===== src/rtl/ex_operand_stage.sv =====
// ID/EX pipeline register with operand forwarding, load-use stall detection
// and the EX/MEM result register feeding the memory stage.
module ex_operand_stage #(
  parameter logic [3:0] NOP_ALUSEL = 4'b0000
) (
  input  logic        clk,
  input  logic        rst,
  input  logic        id_valid,
  input  logic [31:0] id_pc,
  input  logic [31:0] id_imm,
  input  logic [31:0] id_rs1_data,
  input  logic [31:0] id_rs2_data,
  input  logic [4:0]  id_rs1,
  input  logic [4:0]  id_rs2,
  input  logic [4:0]  id_rd,
  input  logic        id_a_sel,
  input  logic        id_b_sel,
  input  logic [3:0]  id_alu_sel,
  input  logic        id_reg_wen,
  input  logic        id_is_load,
  input  logic        flush,
  input  logic [31:0] alu_out,
  input  logic        wb_wen,
  input  logic [4:0]  wb_rd,
  input  logic [31:0] wb_data,
  output logic [31:0] Data_A,
  output logic [31:0] Data_B,
  output logic [3:0]  ALUSel,
  output logic [31:0] ex_rs2_fwd,
  output logic        ex_valid,
  output logic        ex_reg_wen,
  output logic        ex_is_load,
  output logic [4:0]  ex_rd,
  output logic [31:0] mem_result,
  output logic [4:0]  mem_rd,
  output logic        mem_valid,
  output logic        mem_reg_wen,
  output logic        mem_is_load,
  output logic        stall_id
);

  typedef struct packed {
    logic        valid;
    logic [31:0] pc;
    logic [31:0] imm;
    logic [31:0] rs1_val;
    logic [31:0] rs2_val;
    logic [4:0]  rs1;
    logic [4:0]  rs2;
    logic [4:0]  rd;
    logic        a_sel;
    logic        b_sel;
    logic [3:0]  alu_sel;
    logic        reg_wen;
    logic        is_load;
  } ex_reg_t;

  typedef struct packed {
    logic        valid;
    logic [31:0] result;
    logic [4:0]  rd;
    logic        reg_wen;
    logic        is_load;
  } mem_reg_t;

  ex_reg_t  ex_q, ex_d, bubble;
  mem_reg_t mem_q, mem_d;

  logic        load_use;
  logic        mem_fwd_ok;
  logic        wb_fwd_ok;
  logic [31:0] fwd_rs1;
  logic [31:0] fwd_rs2;

  // The register file is not write-first, so a WB write to a source we are
  // reading right now must be folded in before the value is latched.
  always_comb begin
    bubble         = '0;
    bubble.alu_sel = NOP_ALUSEL;

    load_use = id_valid & ex_q.valid & ex_q.is_load & ex_q.reg_wen &
               (ex_q.rd != 5'd0) &
               ((ex_q.rd == id_rs1) | (ex_q.rd == id_rs2));
    stall_id = load_use & ~flush;

    ex_d = bubble;
    if (!flush && !load_use) begin
      ex_d.valid   = id_valid;
      ex_d.pc      = id_pc;
      ex_d.imm     = id_imm;
      ex_d.rs1     = id_rs1;
      ex_d.rs2     = id_rs2;
      ex_d.rd      = id_rd;
      ex_d.a_sel   = id_a_sel;
      ex_d.b_sel   = id_b_sel;
      ex_d.alu_sel = id_alu_sel;
      ex_d.reg_wen = id_reg_wen;
      ex_d.is_load = id_is_load;
      ex_d.rs1_val = (wb_wen && wb_rd != 5'd0 && wb_rd == id_rs1) ? wb_data : id_rs1_data;
      ex_d.rs2_val = (wb_wen && wb_rd != 5'd0 && wb_rd == id_rs2) ? wb_data : id_rs2_data;
    end

    mem_d.valid   = ex_q.valid;
    mem_d.result  = alu_out;
    mem_d.rd      = ex_q.rd;
    mem_d.reg_wen = ex_q.reg_wen;
    mem_d.is_load = ex_q.is_load;
  end

  // A load in MEM has no data yet; the load-use stall guarantees the
  // consumer instead sees it from WB one cycle later.
  always_comb begin
    mem_fwd_ok = mem_q.valid & mem_q.reg_wen & ~mem_q.is_load & (mem_q.rd != 5'd0);
    wb_fwd_ok  = wb_wen & (wb_rd != 5'd0);

    fwd_rs1 = ex_q.rs1_val;
    if (mem_fwd_ok && mem_q.rd == ex_q.rs1) begin
      fwd_rs1 = mem_q.result;
    end else if (wb_fwd_ok && wb_rd == ex_q.rs1) begin
      fwd_rs1 = wb_data;
    end

    fwd_rs2 = ex_q.rs2_val;
    if (mem_fwd_ok && mem_q.rd == ex_q.rs2) begin
      fwd_rs2 = mem_q.result;
    end else if (wb_fwd_ok && wb_rd == ex_q.rs2) begin
      fwd_rs2 = wb_data;
    end
  end

  always_ff @(posedge clk) begin
    if (rst) begin
      ex_q  <= bubble;
      mem_q <= '0;
    end else begin
      ex_q  <= ex_d;
      mem_q <= mem_d;
    end
  end

  assign Data_A      = ex_q.a_sel ? ex_q.pc : fwd_rs1;
  assign Data_B      = ex_q.b_sel ? ex_q.imm : fwd_rs2;
  assign ALUSel      = ex_q.alu_sel;
  assign ex_rs2_fwd  = fwd_rs2;
  assign ex_valid    = ex_q.valid;
  assign ex_reg_wen  = ex_q.reg_wen;
  assign ex_is_load  = ex_q.is_load;
  assign ex_rd       = ex_q.rd;
  assign mem_result  = mem_q.result;
  assign mem_rd      = mem_q.rd;
  assign mem_valid   = mem_q.valid;
  assign mem_reg_wen = mem_q.reg_wen;
  assign mem_is_load = mem_q.is_load;

endmodule


===== config.mk =====
export PLATFORM = sky130hd
export DESIGN_NAME = ex_operand_stage
export DESIGN_NICKNAME = d
export VERILOG_FILES = /design/src/rtl/ex_operand_stage.sv
export SDC_FILE = /design/constraint.sdc
export NUM_CORES = 1
export LEC_CHECK = 0
export CAP_MARGIN = 0
export CORE_AREA = 2 2 145 147
export CTS_CLUSTER_DIAMETER = 50
export DETAILED_ROUTE_END_ITERATION = 8
export DIE_AREA = 0 0 147 149
export PLACE_DENSITY = 0.92
export SLEW_MARGIN = 20
export SYNTH_ARGS = -nofsm -noshare
export SYNTH_HDL_FRONTEND = slang
export SYNTH_SLANG_ARGS = --single-unit
export TNS_END_PERCENT = 30

===== constraint.sdc =====
create_clock -name clk -period 2.7 [get_ports clk]
set_clock_uncertainty 0.1 [all_clocks]
set_input_delay 0.27 -clock clk [delete_from_list [all_inputs] [get_ports clk]]
set_output_delay 0.27 -clock clk [all_outputs]
set_load 0.03 [all_outputs]

==> results by group, run 1 <==
Status
  • Result of the run: finished, violations left
  • Violations in the final reports: negative setup slack

Setup path
  • Source of the worst register-to-register timing path: ex_rd[0]
  • Data required time of the worst path: roughly 2.3 ns
  • Largest fanout on the critical path: 9
  • Start-to-end type of the worst setup path: reg2out
  • Kind of end point of the critical path: primary output
  • Data arrival time at the worst-slack endpoint: 2.54 ns
  • Kind of start point of the critical path: flop
  • Launch point of the worst path: mem_rd[3]

Detailed routing
  • Via count: 8621
  • Via density: between 5 and 6
  • DRC marker count from the first detailed-route iteration: 431
  • Detailed-routing iteration count for the pre-antenna-repair pass: 5
  • WL final: 34390 µm
  • Remaining routing DRC violations: 0
  • Wirelength per Cell: 21.40 µm
  • Antenna-violating nets left: 0

CTS
  • Clk sinks: between 150 and 200
  • H-tree levels: 4
  • Inserted Clock Buffers: 17
  • CTS hold repair buffers: 0
  • Later-pin clock latency in the skew report: 0.42 ns
  • Clock-pin slew reported for the worst setup and hold paths after clock tree synthesis: ~0.080 ns
  • Root Driver: clkbuf_16
  • Bufs on Longest Clock Path: 2
  • CTS tree: done

Floorplan
  • Number of placed I/O pins: around 370
  • Die footprint: 0.02190 mm²
  • Placeable core area: 0.02056 mm²
  • Initial Util: 42.53%
  • Overall die width: 147 µm
  • Height of the die: 149 µm
  • Number of rows created at floorplan: 53

Pwr
  • Areal power density over the cells: 489.2 mW/mm²
  • Maximum vdd ir drop: 0.0004247 V
  • Leakage: 5.831 nW

Logic synthesis
  • Yosys cell types: 45
  • Post-Syn Instances: a little under 900
  • EDFF count, synth: 0
  • Fraction of registers with async set/reset: 0%
  • Number of synthesized register bits: 192
  • Cell taking the most area after synthesis: dfxtp_1
  • Area share of the largest cell type after synthesis: 43.97%
  • Ranking of synthesized cells by area: dfxtp_1 44%, mux2i_1 11%, and2_1 6.4%, nor2_1 5.8%, a221oi_2 5.2%
  • Share of the yosys chip area belonging to registers: 43.97%
  • Average size of a mapped cell: between 9 and 10 µm²
  • Syn Nets: 1117
  • Yosys warns: 0
  • Most numerous cell types in the synthesized netlist: 192 x dfxtp_1, 134 x nor2_1, 96 x mux2i_1, 89 x and2_1, 40 x nor2b_1
  • Most repeated cell in the gate-level netlist after synthesis: dfxtp_1
  • Synthesized cell area: roughly 0.009 mm²
  • Ys flop type: dfxtp_1

Global route
  • Total GRT Usage: 29.29%
  • GR Layer Usage met3: 6.086%
  • Grt ovf: 0
  • Initial antenna violation count: 0
  • Global routing met2 resource utilization: 51.41%
  • Maximum number of pins on one net before global-route repair: between 60 and 70
  • Busiest layer in global routing: met2
  • Number of global-route vias before repair: 8685
  • Global-route wire length before repair: 49220 µm
  • Met1 global-route usage: between 30% and 40%

Place
  • Total of buffers placed on input and output ports: around 370
  • HPWL after detailed placement: 24140 µm
  • Routability congestion estimate: 0.8766

Timing
  • Max Transition Viols Final: 0
  • Max_slew headroom: 60.04%
  • Final setup violation count: 96
  • Final hold vios: 0
  • Min Clock Period, post-route: about 2.9 ns
  • Max Clk Rate: 343.3 MHz
  • Tightest hold margin: ~0.29 ns
  • Min setup slack post-route: -0.2127 ns
  • Period utilisation layout: 107.9%
  • Worst Max-Slew Pin Slew: between 0.5 and 0.6 ns
  • RSZ-0062 raised after global routing: yes

Worst hold path
  • Hold path start: alu_out[28]
  • Min-delay worst type: in2reg

Cells and area
  • Net count of the finished layout: 1544
  • Antenna diode count: 0
  • Fraction of layout instances using a drive strength above 1: between 20% and 30%
  • Share of the core filled with cells: 70.62%
  • Area growth from synthesis to final layout: 66.07%

Job
  • MaxCap Viol Count: 0
cells in the final DEF (no fill, tap or decap), types with 4 or more instances in the layout:
cell type and instances:
a21oi_1 25, a21oi_2 7, a221oi_2 4, a221oi_4 28
and2_1 89, and3_1 32, buf_12 24, buf_2 15
buf_4 142, buf_6 16, clkbuf_16 20, clkdlybuf4s15_2 9
clkdlybuf4s50_1 271, clkinvlp_4 6, dfxtp_1 182, dfxtp_2 9
inv_8 4, mux2i_1 95, nand2_1 32, nor2_1 127
nor2_2 4, nor2b_1 40, nor4_4 4, o22ai_1 26
o22ai_2 5, o31ai_2 26, xnor2_1 12, xnor2_2 4
xor2_1 22
state kept, by name (all words and copies together) (netlist names):
name,flops
ex_q,140
mem_result,32
ex_rd,5
mem_rd,5
ALUSel,4
ex_is_load,1
ex_reg_wen,1
ex_valid,1
mem_is_load,1
mem_reg_wen,1
mem_valid,1
cell families (layout without fill, tap and decap cells):
family	count (synthesis)	in the layout	share of synthesized area, %
AO/OA/AOI/OAI	138	138	14.73
flip-flops	192	192	43.97
AND/OR/NAND/NOR	347	347	20.78
buffers and inverters	81	521	5.725
XOR/XNOR	38	38	3.807
multiplexers	96	96	10.99
path summary, 6_finish.rpt:
kind | to | cells after the start | slack (ns)
worst max-delay path | Data_B[27] | 9 | -0.21
worst min-delay path | mem_result[28] | 2 | 0.29
worst max register to register | ex_q[95] | 6 | 0.67
worst min register to register | mem_valid | 1 | 0.40
routing by layer:
layer	vias to the layer above	share of wire, %
met5	-	0
met4	0	3.6
met3	81	7.7
met2	460	50
met1	4155	39
li1	3925	-
critical path, cell delays in order (launching register included):
cell and delay [ns]:
dfxtp_2 0.33, or4_4 0.53, o211ai_2 0.20, buf_4 0.15
nor2_4 0.07, buf_12 0.18, a221oi_4 0.23, buf_4 0.16
o31ai_2 0.07, buf_4 0.18
per-stage QoR:
| step | instances | setup TNS [ns] | total power [mW] | setup WS (ns) | instance area, µm² |
|---|---|---|---|---|---|
| after detailed placement | 1544 | -19.13 | 4.548 | -0.4972 | 13100 |
| after CTS | 1580 | -8.389 | 7.039 | -0.2427 | 13920 |
| after global routing | 1607 | -17.54 | 7.320 | -0.2934 | 14520 |
| after floorplan | 892 | -0.02410 | 3.755 | -0.003443 | 8757 |
| final | 1607 | -9.737 | 7.102 | -0.2127 | 14520 |
| after global placement | 1544 | -14.06 | 4.516 | -0.4091 | 13100 |
layout make-up:
type	count	area, µm²
well taps	275	344.1
multi-input cells	619	4976
clock inverters	13	116.4
fillers	1371	6040
inverters	3	11.26
clock buffers	19	464.2
repair buffers	486	4747
flip-flops and latches	192	3859
power by group:
part           internal [mW]  total, mW  switching (mW)
Clock                   1.30       2.52            1.22
Combinational          0.780       1.54           0.761
Sequential              2.95       3.04          0.0909
what timing repair did:
action / CTS / global route
setup endpoints to repair: 97 / 96
buffers inserted: 3 / 25
gates cloned: 1 / 3
pin swaps: 15 / 22
resized for setup: 221 / 84
(Power assumes the default switching activity.)
==> run 2: changes to the inputs <==
Settings changed: PLACE_DENSITY 0.92 to 0.81.
==> results by group, run 2 (synthesized netlist as in run 1, its figures left out) <==
Status
  • Result of the run: finished, violations left
  • Violations in the final reports: negative setup slack

CTS
  • Later-pin clock latency in the skew report: 0.44 ns
  • H-tree levels: 4
  • CTS hold repair buffers: 0
  • Root Driver: clkbuf_16
  • Inserted Clock Buffers: 17
  • CTS tree: done
  • Clock-pin slew reported for the worst setup and hold paths after clock tree synthesis: 0.08 ns
  • Bufs on Longest Clock Path: 2
  • Clk sinks: around 190

Timing
  • Max Transition Viols Final: 0
  • Min setup slack post-route: -0.3349 ns
  • Min Clock Period, post-route: 3.035 ns
  • Max_slew headroom: 62.78%
  • Total Neg Setup Slack: -10.24 ns
  • Period utilisation layout: 112.4%
  • Worst Max-Slew Pin Slew: approximately 0.56 ns
  • RSZ-0062 raised after global routing: yes
  • Final setup violation count: 93
  • Max Clk Rate: 329.5 MHz
  • Final hold vios: 0

Setup path
  • Data arrival time at the worst-slack endpoint: 2.66 ns
  • Slowest stage cell, crit path: or4_4
  • Data required time of the worst path: 2.33 ns
  • List of cells traversed by the critical path: or4_4 -> o211ai_4 -> or2_4 -> buf_12 -> buf_12 -> nor2_1 -> o31ai_1 -> buf_4
  • CP most frequent cell: buf_12
  • Kind of end point of the critical path: primary output
  • Largest fanout on the critical path: 6
  • Worst Path Buf+Inv: 3
  • Start-to-end type of the worst setup path: reg2out
  • Kind of start point of the critical path: flop
  • Largest stage delay on the critical path: 0.56 ns
  • Crit path max-delay family: simple AND/OR/NAND/NOR gates

Cells and area
  • Number of standard cells in the layout, taps in and fillers out: around 1600
  • Most frequent standard cell in the layout excluding fill and tap cells: clkdlybuf4s50_1
  • Area growth from synthesis to final layout: 67.93%
  • Net count of the finished layout: about 1500
  • Number of flip-flops under the largest register name: 140
  • Fraction of layout instances using a drive strength above 1: approximately a quarter
  • Most frequent cells in the layout: 271 x clkdlybuf4s50_1, 188 x dfxtp_1, 146 x buf_4
  • Count of filler cells inserted in the layout: 1479
  • Reg with most FFs: ex_q

Floorplan
  • Die footprint: 0.02190 mm²
  • Number of placed I/O pins: around 370
  • Overall die width: 147 µm
  • Initial Util: 42.53%
  • Number of rows created at floorplan: 53
  • Height of the die: 149 µm
  • Placeable core area: around 0.021 mm²

Global route
  • Initial antenna violation count: 1
  • Global-route wire length before repair: 48110 µm
  • Maximum number of pins on one net before global-route repair: between 60 and 70
  • Number of global-route vias before repair: 8541
  • Grt ovf: 0
  • Total GRT Usage: 28.56%

Pwr
  • Switching part of the total power: between 20% and 30%
  • Areal power density over the cells: 496.2 mW/mm²
  • Combinational power share: 21.3%
  • Sequential Power Share: 41.7%
  • Switching component of the power: between 2 and 2.5 mW
  • Maximum vdd ir drop: 0.0004190 V
  • Leakage: 5.861 nW
  • Internal: 5.267 mW
  • Total power: 7.285 mW
  • Clock group share of total power: 36.9%

Detailed routing
  • Via count: 8412
  • Wirelength per Cell: 21.03 µm
  • Routed wire length on met3: between 2000 and 2500 µm
  • Via density: 5.241
  • Metal2 WL: 16930 µm
  • DRC marker count from the first detailed-route iteration: 454
  • Length of routed wiring on met1: 13320 µm
  • Highest routed metal layer: met4
  • Antenna-violating nets left: 0
  • Remaining routing DRC violations: 0
  • Detailed-routing iteration count for the pre-antenna-repair pass: 5
  • WL final: 33760 µm

Worst hold path
  • Min-delay worst type: in2reg

Place
  • Total of buffers placed on input and output ports: 373
  • Number of placed instances with taps included: 1549
  • HPWL after detailed placement: 23340 µm
  • Routability congestion estimate: 0.8551
  • Worst-case setup slack after placement: -0.5194 ns

Job
  • MaxCap Viol Count: 0
run 2: changes by cell type in the layout (fill, tap and decap cells not counted), sizes merged:
| cell | before | now |
|---|---|---|
| diode | 0 | 1 |
| bufinv | 0 | 3 |
| clkdlybuf4s15 | 9 | 2 |
| clkinvlp | 6 | 3 |
| clkbuf | 21 | 24 |
| inv | 10 | 9 |
| buf | 199 | 201 |
run 2: power groups by stage:
stage,Sequential [mW],Combinational (mW),Clock (mW)
finish,3.04,1.55,2.69
global route,3.05,1.63,2.82
CTS,3.03,1.49,2.72
detailed placement,3.09,1.47,0
global placement,3.09,1.45,0
floorplan,3.13,0.630,0
run 2: per-stage QoR:
step	hold slack (ns)	util, %	area, µm²
global route	0.2706	71.40	14680
finish	0.2805	71.41	14680
global placement	0.3735	64.05	13170
floorplan	0.2917	-	8757
CTS	0.2684	67.75	13930
detailed placement	0.3748	64.05	13170
run 2: worst paths after layout:
path / start / endpoint / slack [ns] / depth (start not counted)
setup / recovery: mem_rd[3] / Data_B[27] / -0.33 / 8
hold / removal: id_b_sel / ex_q[6] / 0.28 / 2
setup reg to reg: ex_rd[1] / ex_q[137] / 0.62 / 5
hold reg to reg: ex_valid / mem_valid / 0.40 / 1
run 2: layout make-up:
class	count	area, µm²	share of cell area [%]
clock buffer	20	446.7	3.043
inverter	3	11.26	0.07671
timing repair buffer	483	4831	32.91
sequential	192	3851	26.23
tap	275	344.1	2.344
clock inverter	12	172.7	1.176
antenna	1	2.502	0.01705
multi-input combinational	619	5021	34.20
run 2: per-layer routing:
metal | global-route usage (%) | up-vias
met2 | 50.47 | 371
met5 | 0 | -
met4 | 10.82 | 0
li1 | - | 3937
met3 | 6.881 | 70
met1 | 33.72 | 4034
run 2: what timing repair did:
item                       in CTS  in global routing
cloned                          0                  6
gates resized for setup       198                106
pin swaps                       6                 26
setup endpoints to repair      95                 96
setup buffers                   0                 17
==> run 3: changes to the inputs <==
Settings changed: CAP_MARGIN 0 to 20, MAX_ROUTING_LAYER set to met4.
==> results by group, run 3 (synthesized netlist as in run 1, its figures left out) <==
Status
  • Result of the run: finished, violations left
  • Violations in the final reports: negative setup slack

Setup path
  • Setup slack of the most critical reg-to-reg path: 0.61 ns
  • Start-to-end type of the worst setup path: reg2out
  • Largest stage delay on the critical path: about 0.56 ns
  • Crit path capture: Data_B[6]
  • Kind of start point of the critical path: flop
  • List of cells traversed by the critical path: or4_4 -> o211ai_4 -> or2_4 -> buf_12 -> clkbuf_16 -> nor2_2 -> o31ai_2 -> buf_4
  • Data arrival time at the worst-slack endpoint: 2.49 ns
  • Largest fanout on the critical path: 5
  • Source of the worst register-to-register timing path: ex_rd[1]
  • Data required time of the worst path: approximately 2.3 ns
  • Slowest stage cell, crit path: or4_4
  • Kind of end point of the critical path: primary output
  • Worst R2R End: ex_q[142]
  • Launch point of the worst path: mem_rd[1]
  • Number of cell instances on the worst register-to-register path: 5

Detailed routing
  • Antenna-violating nets left: 0
  • DRC marker count from the first detailed-route iteration: 451
  • Detailed-routing iteration count for the pre-antenna-repair pass: 5
  • WL final: 33670 µm
  • Wirelength per Cell: 21.02 µm
  • Via count: 8421
  • Remaining routing DRC violations: 0
  • Via density: 5.257

CTS
  • Root Driver: clkbuf_16
  • Later-pin clock latency in the skew report: about 0.44 ns
  • CTS tree: done
  • H-tree levels: 4
  • Inserted Clock Buffers: 17
  • CTS hold repair buffers: 0
  • Clk sinks: 192
  • Clock-pin slew reported for the worst setup and hold paths after clock tree synthesis: roughly 0.080 ns
  • Bufs on Longest Clock Path: 2

Floorplan
  • Placeable core area: 0.02056 mm²
  • Number of placed I/O pins: 374
  • Die footprint: 0.02190 mm²
  • Number of rows created at floorplan: 53
  • Overall die width: 147 µm
  • Height of the die: about 150 µm
  • Initial Util: 42.53%

Cells and area
  • Area growth from synthesis to final layout: 66.38%
  • Reg area: 0.003851 mm²
  • Number of flip-flops under the largest register name: 140
  • Antenna diode count: 0
  • Count of filler cells inserted in the layout: approximately 1500
  • Most frequent standard cell in the layout excluding fill and tap cells: clkdlybuf4s50_1
  • Number of standard cells in the layout, taps in and fillers out: 1602
  • Multi-input gate area: between 0.004 and 0.005 mm²
  • Most frequent cells in the layout: 271 x clkdlybuf4s50_1, 188 x dfxtp_1, 152 x buf_4
  • Reg with most FFs: ex_q
  • Fraction of layout instances using a drive strength above 1: 26.15%
  • Net count of the finished layout: roughly 1500

Timing
  • Max Transition Viols Final: 0
  • Final setup violation count: 84
  • Final hold vios: 0
  • Max Clk Rate: 349.1 MHz
  • Min setup slack post-route: -0.1647 ns
  • RSZ-0062 raised after global routing: yes
  • Worst Max-Slew Pin Slew: 0.5355 ns
  • Min Clock Period, post-route: 2.865 ns
  • Max_slew headroom: 64.30%
  • Period utilisation layout: 106.1%

Global route
  • Maximum number of pins on one net before global-route repair: 65
  • Initial antenna violation count: 0
  • Total GRT Usage: between 20% and 30%
  • Number of global-route vias before repair: 8534
  • Global-route wire length before repair: between 40000 and 50000 µm
  • Grt ovf: 0

Place
  • Total of buffers placed on input and output ports: 373
  • Routability congestion estimate: 0.8688
  • Number of placed instances with taps included: 1549
  • HPWL after detailed placement: around 23000 µm

Pwr
  • Areal power density over the cells: 500.5 mW/mm²
  • Total power: 7.279 mW
  • Maximum vdd ir drop: 0.0004171 V
  • Leakage: 5.827 nW

Worst hold path
  • Cell count of the worst hold path: 2
  • Min-delay worst type: in2reg

Job
  • MaxCap Viol Count: 0
## run 3: power breakdown
| group | switching (mW) | internal [mW] | total (mW) | leakage, nW |
|---|---|---|---|---|
| Combinational | 0.749 | 0.798 | 1.55 | 3.95 |
| Sequential | 0.0833 | 2.95 | 3.04 | 1.58 |
| Clock | 1.18 | 1.51 | 2.70 | 0.294 |
## run 3: critical path, delay by kind of cell, from the launching register on
kind	cells	cell delay [ns]
buffers and inverters	3	0.48
and+or+nand+nor	3	0.83
AOI/OAI and AO/OA	2	0.42
DFF	1	0.32
## run 3: worst min-delay path by stage
stage | startpoint | endpoint | slack (ns)
global route | alu_out[14] | mem_result[14] | 0.27
finish | alu_out[10] | mem_result[10] | 0.28
floorplan | id_alu_sel[0] | ALUSel[0] | 0.29
detailed placement | ex_valid | mem_valid | 0.37
global placement | ex_valid | mem_valid | 0.37
CTS | id_b_sel | ex_q[6] | 0.27
## run 3: per-layer routing
metal,vias up,routed length [µm],global-route usage (%)
met4,0,1029,10.34
met3,69,2278,6.177
met1,4051,13280,34.17
met5,-,0,-
met2,380,17080,50.54
li1,3921,-,-
## run 3: through the flow
| step | setup slack, ns | instance area (µm²) | util [%] | TNS [ns] | hold WS (ns) |
|---|---|---|---|---|---|
| finish | -0.1647 | 14550 | 70.75 | -7.535 | 0.2770 |
| global route | -0.2353 | 14550 | 70.75 | -13.83 | 0.2717 |
| CTS | -0.1901 | 13930 | 67.75 | -5.620 | 0.2684 |
| detailed placement | -0.5194 | 13170 | 64.05 | -19.17 | 0.3748 |
| global placement | -0.5043 | 13170 | 64.05 | -16.51 | 0.3735 |
| floorplan | -0.003443 | 8757 | - | -0.02410 | 0.2917 |
## run 3: layout make-up
type                            count  area share [%]
Clock buffer                       20           3.071
Clock inverter                     12           1.187
Inverter                            3         0.07742
Multi-Input combinational cell    619           33.88
Sequential cell                   192           26.48
Tap cell                          275           2.366
Timing Repair Buffer              481           32.94
## run 3: timing repair
item / 4_1_cts / 5_1_grt
endpoints found under the setup margin: 95 / 96
setup buffers: 0 / 13
resized for setup: 198 / 85
cloned: 0 / 8
pin swaps: 6 / 15
